<file path="config.mk">
export PLATFORM = sky130hd
export DESIGN_NAME = hd44780_responder_flat
export DESIGN_NICKNAME = d
export VERILOG_FILES = /design/src/rtl/hd44780_pkg.sv /design/src/rtl/hd44780_responder_if.sv /design/src/rtl/hd44780_ddram.sv /design/src/rtl/hd44780_responder.sv /design/src/flat_wrapper.sv
export SDC_FILE = /design/constraint.sdc
export NUM_CORES = 1
export LEC_CHECK = 0
export CORE_MARGIN = 2
export CORE_UTILIZATION = 56
export DETAILED_ROUTE_END_ITERATION = 10
export PLACE_DENSITY = 0.74
export REMOVE_ABC_BUFFERS = 1
export SLEW_MARGIN = 20
export SYNTH_ARGS = -nofsm -noshare
export SYNTH_HDL_FRONTEND = slang
export SYNTH_HIERARCHICAL = 1
export SYNTH_SLANG_ARGS = --single-unit
</file>
<file path="constraint.sdc">
create_clock -name clk -period 4.88 [get_ports clk]
set_input_delay 0.976 -clock clk [delete_from_list [all_inputs] [get_ports clk]]
set_output_delay 0.976 -clock clk [all_outputs]
set_load 0.05 [all_outputs]
</file>
<file path="src/rtl/hd44780_pkg.sv">
// Shared HD44780 instruction encodings, DDRAM geometry and address-counter helpers
// used by the responder and its DDRAM.
package hd44780_pkg;

  localparam int unsigned LINE_LEN    = 40;
  localparam logic [6:0]  LINE2_BASE  = 7'h40;
  localparam int unsigned DDRAM_DEPTH = 2 * LINE_LEN;
  localparam logic [7:0]  BLANK       = 8'h20;

  // Instruction prefixes; the highest set bit selects the instruction.
  localparam logic [7:0] SDL  = 8'h80;
  localparam logic [7:0] SCGA = 8'h40;
  localparam logic [7:0] FS   = 8'h20;
  localparam logic [7:0] CD   = 8'h10;
  localparam logic [7:0] DC   = 8'h08;
  localparam logic [7:0] EM   = 8'h04;
  localparam logic [7:0] HOME = 8'h02;
  localparam logic [7:0] CLR  = 8'h01;

  localparam int unsigned FS_DL = 4;
  localparam int unsigned FS_N  = 3;
  localparam int unsigned CD_SC = 3;
  localparam int unsigned CD_RL = 2;
  localparam int unsigned DC_D  = 2;
  localparam int unsigned DC_C  = 1;
  localparam int unsigned DC_B  = 0;
  localparam int unsigned EM_ID = 1;
  localparam int unsigned EM_S  = 0;

  localparam logic [6:0] AC_L1_LAST = 7'(LINE_LEN - 1);
  localparam logic [6:0] AC_L2_LAST = LINE2_BASE + 7'(LINE_LEN - 1);
  localparam logic [6:0] AC_1L_LAST = 7'(DDRAM_DEPTH - 1);

  typedef enum logic [1:0] {ST_IDLE, ST_EXEC, ST_FILL, ST_BUSY} state_t;

  function automatic logic [6:0] ac_next(input logic [6:0] ac, input logic inc,
                                         input logic two_line);
    if (two_line) begin
      if (inc) ac_next = (ac == AC_L1_LAST) ? LINE2_BASE :
                         (ac >= AC_L2_LAST) ? 7'h00 : ac + 7'd1;
      else     ac_next = (ac == LINE2_BASE) ? AC_L1_LAST :
                         (ac == 7'h00)      ? AC_L2_LAST : ac - 7'd1;
    end else begin
      if (inc) ac_next = (ac >= AC_1L_LAST) ? 7'h00 : ac + 7'd1;
      else     ac_next = (ac == 7'h00) ? AC_1L_LAST : ac - 7'd1;
    end
  endfunction

  function automatic logic ac_valid(input logic [6:0] ac, input logic two_line);
    if (two_line) ac_valid = (ac <= AC_L1_LAST) || (ac >= LINE2_BASE && ac <= AC_L2_LAST);
    else          ac_valid = (ac <= AC_1L_LAST);
  endfunction

  function automatic logic [6:0] phys_idx(input logic [6:0] ac);
    phys_idx = (ac < LINE2_BASE) ? ac : ac - LINE2_BASE + 7'(LINE_LEN);
  endfunction

endpackage

</file>
<file path="src/rtl/hd44780_responder_if.sv">
// HD44780 pin bus: the controller drives e/rs/db, the responder samples them.
interface hd44780_responder_if;
  logic       e;
  logic       rs;
  logic [3:0] db;

  modport master (output e, rs, db);
  modport slave  (input  e, rs, db);
endinterface

</file>
<file path="src/rtl/hd44780_ddram.sv">
// 80x8 display RAM: one synchronous write port, one registered read port (old data on collision).
module hd44780_ddram
  import hd44780_pkg::*;
(
  input  logic       clk,
  input  logic       i_we,
  input  logic [6:0] i_waddr,
  input  logic [7:0] i_wdata,
  input  logic [6:0] i_raddr,
  output logic [7:0] o_rdata
);

  logic [7:0] r_mem [DDRAM_DEPTH];
  logic [7:0] r_rdata;

  always_ff @(posedge clk) begin
    if (i_we && (i_waddr < 7'(DDRAM_DEPTH))) r_mem[i_waddr] <= i_wdata;
    r_rdata <= (i_raddr < 7'(DDRAM_DEPTH)) ? r_mem[i_raddr] : BLANK;
  end

  assign o_rdata = r_rdata;

endmodule

</file>
<file path="src/rtl/hd44780_responder.sv">
// Device end of the HD44780 write bus: synchronizes pins, assembles nibbles,
// executes instructions/data with a modelled busy time and owns the DDRAM.
module hd44780_responder
  import hd44780_pkg::*;
#(
  parameter int unsigned SYNC_STAGES = 2,
  parameter int unsigned BUSY_CYCLES = 16,
  parameter int unsigned CLR_CYCLES  = 400
) (
  input  logic               clk,
  input  logic               rst,
  hd44780_responder_if.slave pins,
  output logic               busy,
  output logic               protocol_err,
  output logic               instr_valid,
  output logic [7:0]         instr_byte,
  output logic               instr_rs,
  output logic               iface_4bit,
  output logic               two_line,
  output logic               disp_on,
  output logic               cursor_on,
  output logic               blink_on,
  output logic               entry_inc,
  output logic               entry_shift,
  output logic [6:0]         ddram_addr,
  input  logic [6:0]         rd_addr,
  output logic [7:0]         rd_data
);

  localparam int unsigned CNT_W = $clog2(CLR_CYCLES > BUSY_CYCLES ? CLR_CYCLES : BUSY_CYCLES);
  localparam logic [CNT_W-1:0] CNT_BUSY = CNT_W'(BUSY_CYCLES - 1);
  localparam logic [CNT_W-1:0] CNT_CLR  = CNT_W'(CLR_CYCLES - 1);

  logic [5:0] r_sync [SYNC_STAGES];
  logic       r_e_d;
  logic       w_e_s, w_rs_s, w_fall;
  logic [3:0] w_db_s;

  state_t           r_state;
  logic             r_busy, r_perr, r_valid, r_instr_rs;
  logic [7:0]       r_instr_byte, r_pend_byte;
  logic             r_pend_rs, r_phase_lo;
  logic [3:0]       r_hi;
  logic             r_iface_4bit, r_two_line, r_disp_on, r_cursor_on, r_blink_on;
  logic             r_entry_inc, r_entry_shift;
  logic [6:0]       r_ac, r_fill;
  logic [CNT_W-1:0] r_cnt;

  logic       w_we;
  logic [6:0] w_waddr;
  logic [7:0] w_wdata;

  // rs/db ride the same synchronizer chain as e so they stay aligned with the edge.
  assign {w_e_s, w_rs_s, w_db_s} = r_sync[SYNC_STAGES-1];
  assign w_fall = r_e_d & ~w_e_s;

  always_ff @(posedge clk) begin
    if (rst) begin
      for (int unsigned i = 0; i < SYNC_STAGES; i++) r_sync[i] <= '0;
      r_e_d <= 1'b0;
    end else begin
      r_sync[0] <= {pins.e, pins.rs, pins.db};
      for (int unsigned i = 1; i < SYNC_STAGES; i++) r_sync[i] <= r_sync[i-1];
      r_e_d <= w_e_s;
    end
  end

  always_ff @(posedge clk) begin
    if (rst) begin
      r_state       <= ST_IDLE;
      r_busy        <= 1'b0;
      r_perr        <= 1'b0;
      r_valid       <= 1'b0;
      r_instr_byte  <= '0;
      r_instr_rs    <= 1'b0;
      r_pend_byte   <= '0;
      r_pend_rs     <= 1'b0;
      r_phase_lo    <= 1'b0;
      r_hi          <= '0;
      r_iface_4bit  <= 1'b0;
      r_two_line    <= 1'b0;
      r_disp_on     <= 1'b0;
      r_cursor_on   <= 1'b0;
      r_blink_on    <= 1'b0;
      r_entry_inc   <= 1'b1;
      r_entry_shift <= 1'b0;
      r_ac          <= '0;
      r_fill        <= '0;
      r_cnt         <= '0;
    end else begin
      r_valid <= 1'b0;
      if (w_fall && r_state != ST_IDLE) r_perr <= 1'b1;
      case (r_state)
        ST_IDLE: if (w_fall) begin
          if (r_iface_4bit && !r_phase_lo) begin
            r_hi       <= w_db_s;
            r_phase_lo <= 1'b1;
          end else begin
            r_pend_byte <= r_iface_4bit ? {r_hi, w_db_s} : {w_db_s, 4'h0};
            r_pend_rs   <= w_rs_s;
            r_phase_lo  <= 1'b0;
            r_state     <= ST_EXEC;
          end
        end
        ST_EXEC: begin
          r_valid      <= 1'b1;
          r_instr_byte <= r_pend_byte;
          r_instr_rs   <= r_pend_rs;
          r_busy       <= 1'b1;
          r_cnt        <= CNT_BUSY;
          r_state      <= ST_BUSY;
          if (r_pend_rs) begin
            r_ac <= ac_next(r_ac, r_entry_inc, r_two_line);
          end else if (|(r_pend_byte & SDL)) begin
            if (ac_valid(r_pend_byte[6:0], r_two_line)) r_ac <= r_pend_byte[6:0];
            else begin
              r_ac   <= '0;
              r_perr <= 1'b1;
            end
          end else if (|(r_pend_byte & SCGA)) begin
          end else if (|(r_pend_byte & FS)) begin
            r_iface_4bit <= ~r_pend_byte[FS_DL];
            r_two_line   <= r_pend_byte[FS_N];
            r_phase_lo   <= 1'b0;
          end else if (|(r_pend_byte & CD)) begin
            if (!r_pend_byte[CD_SC]) r_ac <= ac_next(r_ac, r_pend_byte[CD_RL], r_two_line);
          end else if (|(r_pend_byte & DC)) begin
            r_disp_on   <= r_pend_byte[DC_D];
            r_cursor_on <= r_pend_byte[DC_C];
            r_blink_on  <= r_pend_byte[DC_B];
          end else if (|(r_pend_byte & EM)) begin
            r_entry_inc   <= r_pend_byte[EM_ID];
            r_entry_shift <= r_pend_byte[EM_S];
          end else if (|(r_pend_byte & HOME)) begin
            r_ac <= '0;
          end else if (|(r_pend_byte & CLR)) begin
            r_cnt   <= CNT_CLR;
            r_fill  <= '0;
            r_state <= ST_FILL;
          end
        end
        // The busy countdown keeps running while the fill walks the RAM.
        ST_FILL: begin
          if (r_cnt != '0) r_cnt <= r_cnt - CNT_W'(1);
          if (r_fill == 7'(DDRAM_DEPTH - 1)) begin
            r_ac        <= '0;
            r_entry_inc <= 1'b1;
            if (r_cnt == '0) begin
              r_busy  <= 1'b0;
              r_state <= ST_IDLE;
            end else begin
              r_state <= ST_BUSY;
            end
          end else begin
            r_fill <= r_fill + 7'd1;
          end
        end
        ST_BUSY: begin
          if (r_cnt == '0) begin
            r_busy  <= 1'b0;
            r_state <= ST_IDLE;
          end else begin
            r_cnt <= r_cnt - CNT_W'(1);
          end
        end
        default: r_state <= ST_IDLE;
      endcase
    end
  end

  always_comb begin
    w_we    = 1'b0;
    w_waddr = '0;
    w_wdata = '0;
    if (!rst) begin
      if (r_state == ST_EXEC && r_pend_rs) begin
        w_we    = 1'b1;
        w_waddr = phys_idx(r_ac);
        w_wdata = r_pend_byte;
      end else if (r_state == ST_FILL) begin
        w_we    = 1'b1;
        w_waddr = r_fill;
        w_wdata = BLANK;
      end
    end
  end

  hd44780_ddram u_ddram (
    .clk     (clk),
    .i_we    (w_we),
    .i_waddr (w_waddr),
    .i_wdata (w_wdata),
    .i_raddr (phys_idx(rd_addr)),
    .o_rdata (rd_data)
  );

  assign busy         = r_busy;
  assign protocol_err = r_perr;
  assign instr_valid  = r_valid;
  assign instr_byte   = r_instr_byte;
  assign instr_rs     = r_instr_rs;
  assign iface_4bit   = r_iface_4bit;
  assign two_line     = r_two_line;
  assign disp_on      = r_disp_on;
  assign cursor_on    = r_cursor_on;
  assign blink_on     = r_blink_on;
  assign entry_inc    = r_entry_inc;
  assign entry_shift  = r_entry_shift;
  assign ddram_addr   = r_ac;

endmodule

</file>
<file path="src/flat_wrapper.sv">
// flat-port wrapper written by rule: the top's interface ports become plain ports
module hd44780_responder_flat import hd44780_pkg::*;
#(
  parameter int unsigned SYNC_STAGES = 2,
  parameter int unsigned BUSY_CYCLES = 16,
  parameter int unsigned CLR_CYCLES  = 400
)
  (clk, rst, busy, protocol_err, instr_valid, instr_byte, instr_rs, iface_4bit, two_line, disp_on, cursor_on, blink_on, entry_inc, entry_shift, ddram_addr, rd_addr, rd_data, pins_e, pins_rs, pins_db);
  hd44780_responder_if pins_i ();
  input  logic clk;
  input  logic rst;
  output logic busy;
  output logic protocol_err;
  output logic instr_valid;
  output logic [7:0] instr_byte;
  output logic instr_rs;
  output logic iface_4bit;
  output logic two_line;
  output logic disp_on;
  output logic cursor_on;
  output logic blink_on;
  output logic entry_inc;
  output logic entry_shift;
  output logic [6:0] ddram_addr;
  input  logic [6:0] rd_addr;
  output logic [7:0] rd_data;
  input wire logic [$bits(pins_i.e)-1:0] pins_e;
  input wire logic [$bits(pins_i.rs)-1:0] pins_rs;
  input wire logic [$bits(pins_i.db)-1:0] pins_db;
  assign pins_i.e = pins_e;
  assign pins_i.rs = pins_rs;
  assign pins_i.db = pins_db;
  hd44780_responder #(.SYNC_STAGES(SYNC_STAGES), .BUSY_CYCLES(BUSY_CYCLES), .CLR_CYCLES(CLR_CYCLES)) u_core (.clk(clk), .rst(rst), .pins(pins_i), .busy(busy), .protocol_err(protocol_err), .instr_valid(instr_valid), .instr_byte(instr_byte), .instr_rs(instr_rs), .iface_4bit(iface_4bit), .two_line(two_line), .disp_on(disp_on), .cursor_on(cursor_on), .blink_on(blink_on), .entry_inc(entry_inc), .entry_shift(entry_shift), .ddram_addr(ddram_addr), .rd_addr(rd_addr), .rd_data(rd_data));
endmodule
</file>
# --- After elaboration in Yosys (flattened, before gate mapping) ---
# Memories as Yosys holds them, arrays and structs flattened. A register that Yosys moved wholly into a read port is not among the register bits.
# Index checks and enable logic that the tools add are counted.
word_totals:
  reg_bits: 59
  mem_bits_rw: 652
  input_bits: 15
  output_inout_bits: 34
  word_cells: 220
  memories: 2
memory_table:
  columns: ["name", "depth", "width", "read_ports", "rd_ports_with_merged_regs", "wr", "line_no", "source"]
  rows:
  - ["u_core.u_ddram.r_mem", 80, 8, 1, 1, 1, "hd44780_ddram.sv:13", "logic [7:0] r_mem [DDRAM_DEPTH];"]
  - ["u_core.r_sync", 2, 6, 2, 0, 2, "hd44780_responder.sv:34", "logic [5:0] r_sync [SYNC_STAGES];"]
classes:
  addsub: 8
  order_cmp: 10
  n_eq_ne: 29
  n_mux: 111
  n_bitwise: 11
  reduce_logical: 28
ops:
  columns: ["op", "n"]
  rows:
  - ["$mux W7", 38]
  - ["$mux W9", 11]
  - ["$mux W1", 36]
  - ["$lt A7 B7 Y1 const B", 4]
  - ["$pmux W7 S2", 2]
  - ["$pmux W9 S3", 1]
  - ["$mux W2", 13]
  - ["$mux W8", 3]
  - ["$ne A2 B2 Y1 const B", 11]
  - ["$ge A7 B7 Y1 const B", 3]
  - ["$mux W6", 3]
  - ["$add A7 B1 Y7 const B", 2]
  - ["$add A7 B6 Y7 const B", 2]
  - ["$eq A7 B7 Y1 const B", 2]
  - ["$le A7 B7 Y1 const B", 2]
  - ["$ne A2 B1 Y1 const B", 7]
  - ["$reduce_and A7 Y1", 2]
  - ["$sub A7 B7 Y7 const B", 2]
  - ["$ne A4 B3 Y1 const B", 3]
  - ["$reduce_and A11 Y1", 1]
  - ["$logic_not A9 Y1", 1]
  - ["$reduce_and A3 Y1", 3]
  - ["$reduce_and A9 Y1", 1]
  - ["$reduce_bool A9 Y1", 1]
  - ["26 further kinds", 43]

# --- Logic depth before layout (Yosys ltp) ---
depth:
  ltp_word: 12
  depth_mapped: 12
  depth_no_buf: 11

# --- Cells and area by module ---
# Netlist, hierarchy kept.
modules_own_cells:
  columns: ["module", "n_inst", "cells_per_inst", "area_each_um2", "seq_area_each_um2"]
  rows:
  - ["hd44780_ddram", 1, 1179, 25086.6, 19378.6]
  - ["hd44780_responder", 1, 534, 4179.0, 1421.4]

# --- Least setup slack after synthesis ---
# Ideal clock, no wire load.
synth_path:
  path_kind: "input port to flip-flop"
  from: "in rst"
  to: "mem u_core.u_ddram.r_mem[0][2], data pin"
  setup_time_ns: 0.798
  arrival_ns: 4.469
  required_time_ns: 4.082
  path_slack_ns: -0.387
  cell_stages: 3
  n_path_buf: 2
  path_cell_list: "clkbuf_1 > buf_1 > nor3_1"
synth_between:
  elab_chain_cells: 1
synth_rtl:
  columns: ["item", "line_no", "source"]
  rows:
  - ["start: declaration", "flat_wrapper.sv:11", "input logic rst;"]
  - ["$mux W8", "hd44780_responder.sv:175", "if (!rst) begin"]
  - ["named net u_core.w_wdata[2]", "hd44780_responder.sv:51", "logic [7:0] w_wdata;"]
  - ["end: declaration", "hd44780_ddram.sv:13", null]
# The timed path passes the listed nets, and every way through them passes these cells.

# --- Final worst setup path ---
layout_path:
  from: "reg u_core.r_ac[3], in the netlist u_core/ddram_addr[3]"
  to: "mem u_core.u_ddram.r_mem[37][0] (enable)"
layout_between:
  elab_chain_cells: 9
  word_cells_on_any_way: 10
  cone_classes: "add/sub (2); order compare (2); mux (5); reduce/logical (1)"
layout_rtl:
  columns: ["item", "line_no", "source"]
  rows:
  - ["start: declaration", "hd44780_responder.sv:46", "logic [6:0] r_ac, r_fill;"]
  - ["start signal: assignment", "hd44780_responder.sv:113", "r_ac <= ac_next(r_ac, r_entry_inc, r_two_line);"]
  - ["start signal: assignment", "hd44780_responder.sv:115", "if (ac_valid(r_pend_byte[6:0], r_two_line)) r_ac <= r_pend_byte[6:0];"]
  - ["start signal: assignment", "hd44780_responder.sv:126", "if (!r_pend_byte[CD_SC]) r_ac <= ac_next(r_ac, r_pend_byte[CD_RL], r_two_line);"]
  - ["$sub A7 B7 Y7", "hd44780_pkg.sv:55", "phys_idx = (ac < LINE2_BASE) ? ac : ac - LINE2_BASE + 7'(LINE_LEN);"]
  - ["$add A7 B6 Y7", "hd44780_pkg.sv:55", null]
  - ["$mux W7 *", "hd44780_pkg.sv:55", null]
  - ["$mux W7 *", "hd44780_responder.sv:176", "if (r_state == ST_EXEC && r_pend_rs) begin"]
  - ["$mux W7 *", "hd44780_responder.sv:175", null]
  - ["named net u_core.w_waddr[4]", "hd44780_responder.sv:50", "logic [6:0] w_waddr;"]
  - ["$lt A7 B7 Y1", "hd44780_ddram.sv:17", "if (i_we && (i_waddr < 7'(DDRAM_DEPTH))) r_mem[i_waddr] <= i_wdata;"]
  - ["$logic_and A1 B1 Y1", "hd44780_ddram.sv:17", null]
  - ["$mux W1", "hd44780_ddram.sv:17", null]
  - ["$mux W1 (not written as such)", "hd44780_ddram.sv:17", null]
# Mark *: on every way through the listed nets, which the timed path passes. The rest lies on a longest branch.

==> flow_summary.toml <==
[outcome]
status = "finished, final reports clean"

[power]
ir_drop_uv = 285
p_leak_uw = 0.0117
p_per_area_nw_per_um2 = 379
switchingPower_uw = 2630
p_int_uw = 9900
comb_power_share_pct = 4.5
p_seq_share_pct = 53.0
clockPowerShare_pct = 42.5
switching_share_pct = 21.0

[placement]
gp_congestion = 0.857
numPortBuffers = 48
dp_hpwl_um = 41600
dp_slack_ns = 0.897

[setup_path]
cp-end-kind = "flip-flop"
crit_family = "simple AND/OR/NAND/NOR gates"
rr_startpoint = "u_core/ddram_addr[3]$_SDFFE_PP0P_"
crit_end = "u_core/u_ddram/r_mem[37][0]$_DFFE_PP_"
crit_chain = "inv_1 -> ha_1 -> mux2i_1 -> nor2_1 -> a21oi_1 -> nor2_1 -> o21ai_0 -> nand3_1 -> inv_1 -> nand3b_1 -> nor2_1"
critical-path-slowest-cell = "nor2_1"
critPathArrivalTime_ns = 4.27
cp.depth = 11
cp_common_cell = "nor2_1"
reg2reg_depth = 11
path_max_fanout = 12
path_class = "reg2reg"
r2r_end = "u_core/u_ddram/r_mem[37][0]$_DFFE_PP_"
critPathLaunch = "u_core/ddram_addr[3]$_SDFFE_PP0P_"
worst_setup_path_start_kind = "flip-flop"
cp.buffers_inverters = 2
cpPeakStageDelay_ns = 0.89
required_ns = 5.11
r2r_slack_ns = 0.83

[logic_synthesis]
ys_seq_elements = 719
synth_cells = 1713
synth.distinct_cells = 73
synth_top_flop_cell = "edfxtp_1"
syn_area_um2 = 29300
synthArstFlopShare_pct = 0
synth_warnings = 6
synth_seq_area_share_pct = 71.1
synth-edff-count = 640
avgSynthCellArea_um2 = 17.1

[clocking]
cts-root-buf = "clkbuf_16"
cts_max_level = 3
cts_buffers = 71
cts_setup_buffers = 0
ctsResizeCount = 0
clock_tree.buffer_depth = 3
cts.sinks = 719
clk_latency_ns = 0.62
path_clk_slew_ns = 0.06
cts_tree = "yes"
holdBufCountCts = 0

[cells_and_area]
antenna_cells = 0
nets = 1844
drive_gt1_share_pct = 20.0
fill_cells = 3529
area_growth_pct = 13.1

[die]
io_pins = 49
core-area_um2 = 51500
die_area_um2 = 54100
die_w_um = 233
placementRows = 83
die_y_um = 233
initial_core_util_pct = 56.8

[grt]
antenna_found_initial = 0
grt_pass1_vias = 16000
overflow = 0
grt_pass1_wl_um = 101000
gr-usage-met3_pct = 6.37
gr-max-usage-layer = "met2"
grt_util_met2_pct = 39.9
use_met1_pct = 34.8
grt_max_degree = 81
grt_usage_pct = 25.4

[run]
cap_violations = 0

[route]
dr.pass1.iters = 7
routedWlPerCell_um = 26.3
drt_wl_total_um = 67100
drt_iter0_drc = 1959
num_vias = 16200
route.detailed.drc = 0
via_per_inst = 6.36
ant_nets = 0

[timing]
rsz0062_at_grt = "false"
fin_setup_tns_ns = 0
skew_ns = 0.0292
hold_viol_final = 0
max_freq_mhz = 247
whs_ns = 0.435
tightest_slew_ns = 1.03
setup_violations = 0
min_period_ns = 4.05
final.setup.worst_slack_ns = 0.835
slew_viol_final = 0
relSlewSlack_pct = 30.9
finalCritPeriodShare_pct = 82.9

[min_path]
hold_path.class = "reg2reg"
[stage by stage]
step | area [um^2] | total power [uW] | utilization, % | instances
final | 33100 | 12500 | 64.2 | 2556
after global routing | 33100 | 12900 | 64.2 | 2556
after CTS | 33100 | 12600 | 64.2 | 2556
after detailed placement | 30800 | 7330 | 59.8 | 2428
after global placement | 30800 | 7320 | 59.8 | 2428
after floorplan | 28800 | 7090 | - | 1620
[logic make-up (layout without fill, tap and decap cells)]
family	Yosys count	in the layout	synth area share, %
AO/OA/AOI/OAI	216	216	4.90
XOR/XNOR	24	24	0.718
adder cells (fa/ha/maj)	8	8	0.342
buffers and inverters	109	272	1.76
flip-flops	719	719	71.1
multiplexers	234	234	14.7
AND/OR/NAND/NOR	403	403	6.55
[sequential cells by signal, indices dropped and copies added, names as in the netlist, 2 cells and up]
signal and cells:
u_core/ddram_addr 7, u_core/instr_byte 8, u_core/r_cnt 9, u_core/r_fill 7
u_core/r_hi 4, u_core/r_pend_byte 8, u_core/r_state 2, u_core/r_sync 12
u_core/u_ddram/o_rdata 8, u_core/u_ddram/r_mem 640
[synth_stat cells (all sizes together) (7+ instances only)]
library cell	instances	share of area, %
o211ai	7	0.18
ha	8	0.34
nor2	180	2.3
a211oi	9	0.25
a31oi	17	0.36
nand4	7	0.15
o21ai	38	0.65
nor4	7	0.22
nand3	26	0.49
xor2	12	0.36
dfxtp	79	5.4
clkbuf	45	0.58
and2	8	0.17
o22ai	12	0.28
nand2b	14	0.30
o31ai	9	0.23
nor3	19	0.34
a311oi	7	0.21
inv	14	0.18
nor2b	35	0.75
mux2i	74	2.5
buf	48	0.98
nand2	81	1.0
nand3b	8	0.21
a22oi	12	0.31
a21oi	62	1.1
a221oi	11	0.33
mux4	155	12
xnor2	12	0.36
edfxtp	640	66
[cells in the final DEF (no fill, tap or decap), types with 9 or more instances in the layout]
master and instances:
xnor2_1 12, clkinv_1 15, nor2_1 177, a31oi_1 17, dfxtp_1 79, mux4_2 155, nand2b_1 14, a221oi_1 11
a21oi_1 60, nand2_1 80, o21ai_0 36, a22oi_1 12, buf_4 79, clkinv_2 11, inv_1 14, edfxtp_1 640
o22ai_1 11, clkdlybuf4s50_1 44, clkbuf_16 71, nor2b_1 35, o31ai_1 9, clkbuf_1 12, mux2i_1 74, nor3_1 16
xor2_1 11, nand3_1 25
[routing by layer]
layer / up-vias / share of wire, %
met3: 136 / 9.3
li1: 7017 / -
met1: 8278 / 40
met5: - / 0
met2: 815 / 48
met4: 0 / 3.2
[area by class of cell]
type | count | area [um^2] | share of cell area, %
well taps | 680 | 851 | 2.57
clock buffers | 86 | 1860 | 5.61
clock inverters | 42 | 413 | 1.25
multi-input cells | 885 | 7990 | 24.2
repair buffers | 128 | 1110 | 3.37
flip-flops and latches | 719 | 20800 | 62.9
inverters | 16 | 60.1 | 0.182
[worst min-delay path by stage]
stage                     slack (ns)                      startpoint                              end  depth (start not counted)
after CTS                       0.44  u_core/r_sync[0][5]$_SDFF_PP0_  u_core/r_sync[0][11]$_SDFF_PP0_                          1
final                           0.43  u_core/r_sync[0][5]$_SDFF_PP0_  u_core/r_sync[0][11]$_SDFF_PP0_                          1
after global routing            0.45  u_core/r_sync[0][3]$_SDFF_PP0_   u_core/r_sync[0][9]$_SDFF_PP0_                          1
after global placement          0.42  u_core/r_sync[0][4]$_SDFF_PP0_  u_core/r_sync[0][10]$_SDFF_PP0_                          1
after floorplan                 0.41  u_core/r_sync[0][4]$_SDFF_PP0_  u_core/r_sync[0][10]$_SDFF_PP0_                          1
after detailed placement        0.42  u_core/r_sync[0][1]$_SDFF_PP0_   u_core/r_sync[0][7]$_SDFF_PP0_                          1
[power by group through the flow]
stage	sequential [uW]	clock (uW)	combinational, uW
detailed placement	6770	0	561
finish	6640	5330	563
CTS	6640	5410	563
floorplan	6810	0	283
global placement	6770	0	551
global route	6640	5640	597
Note: power is estimated with default switching activity, not from simulation.
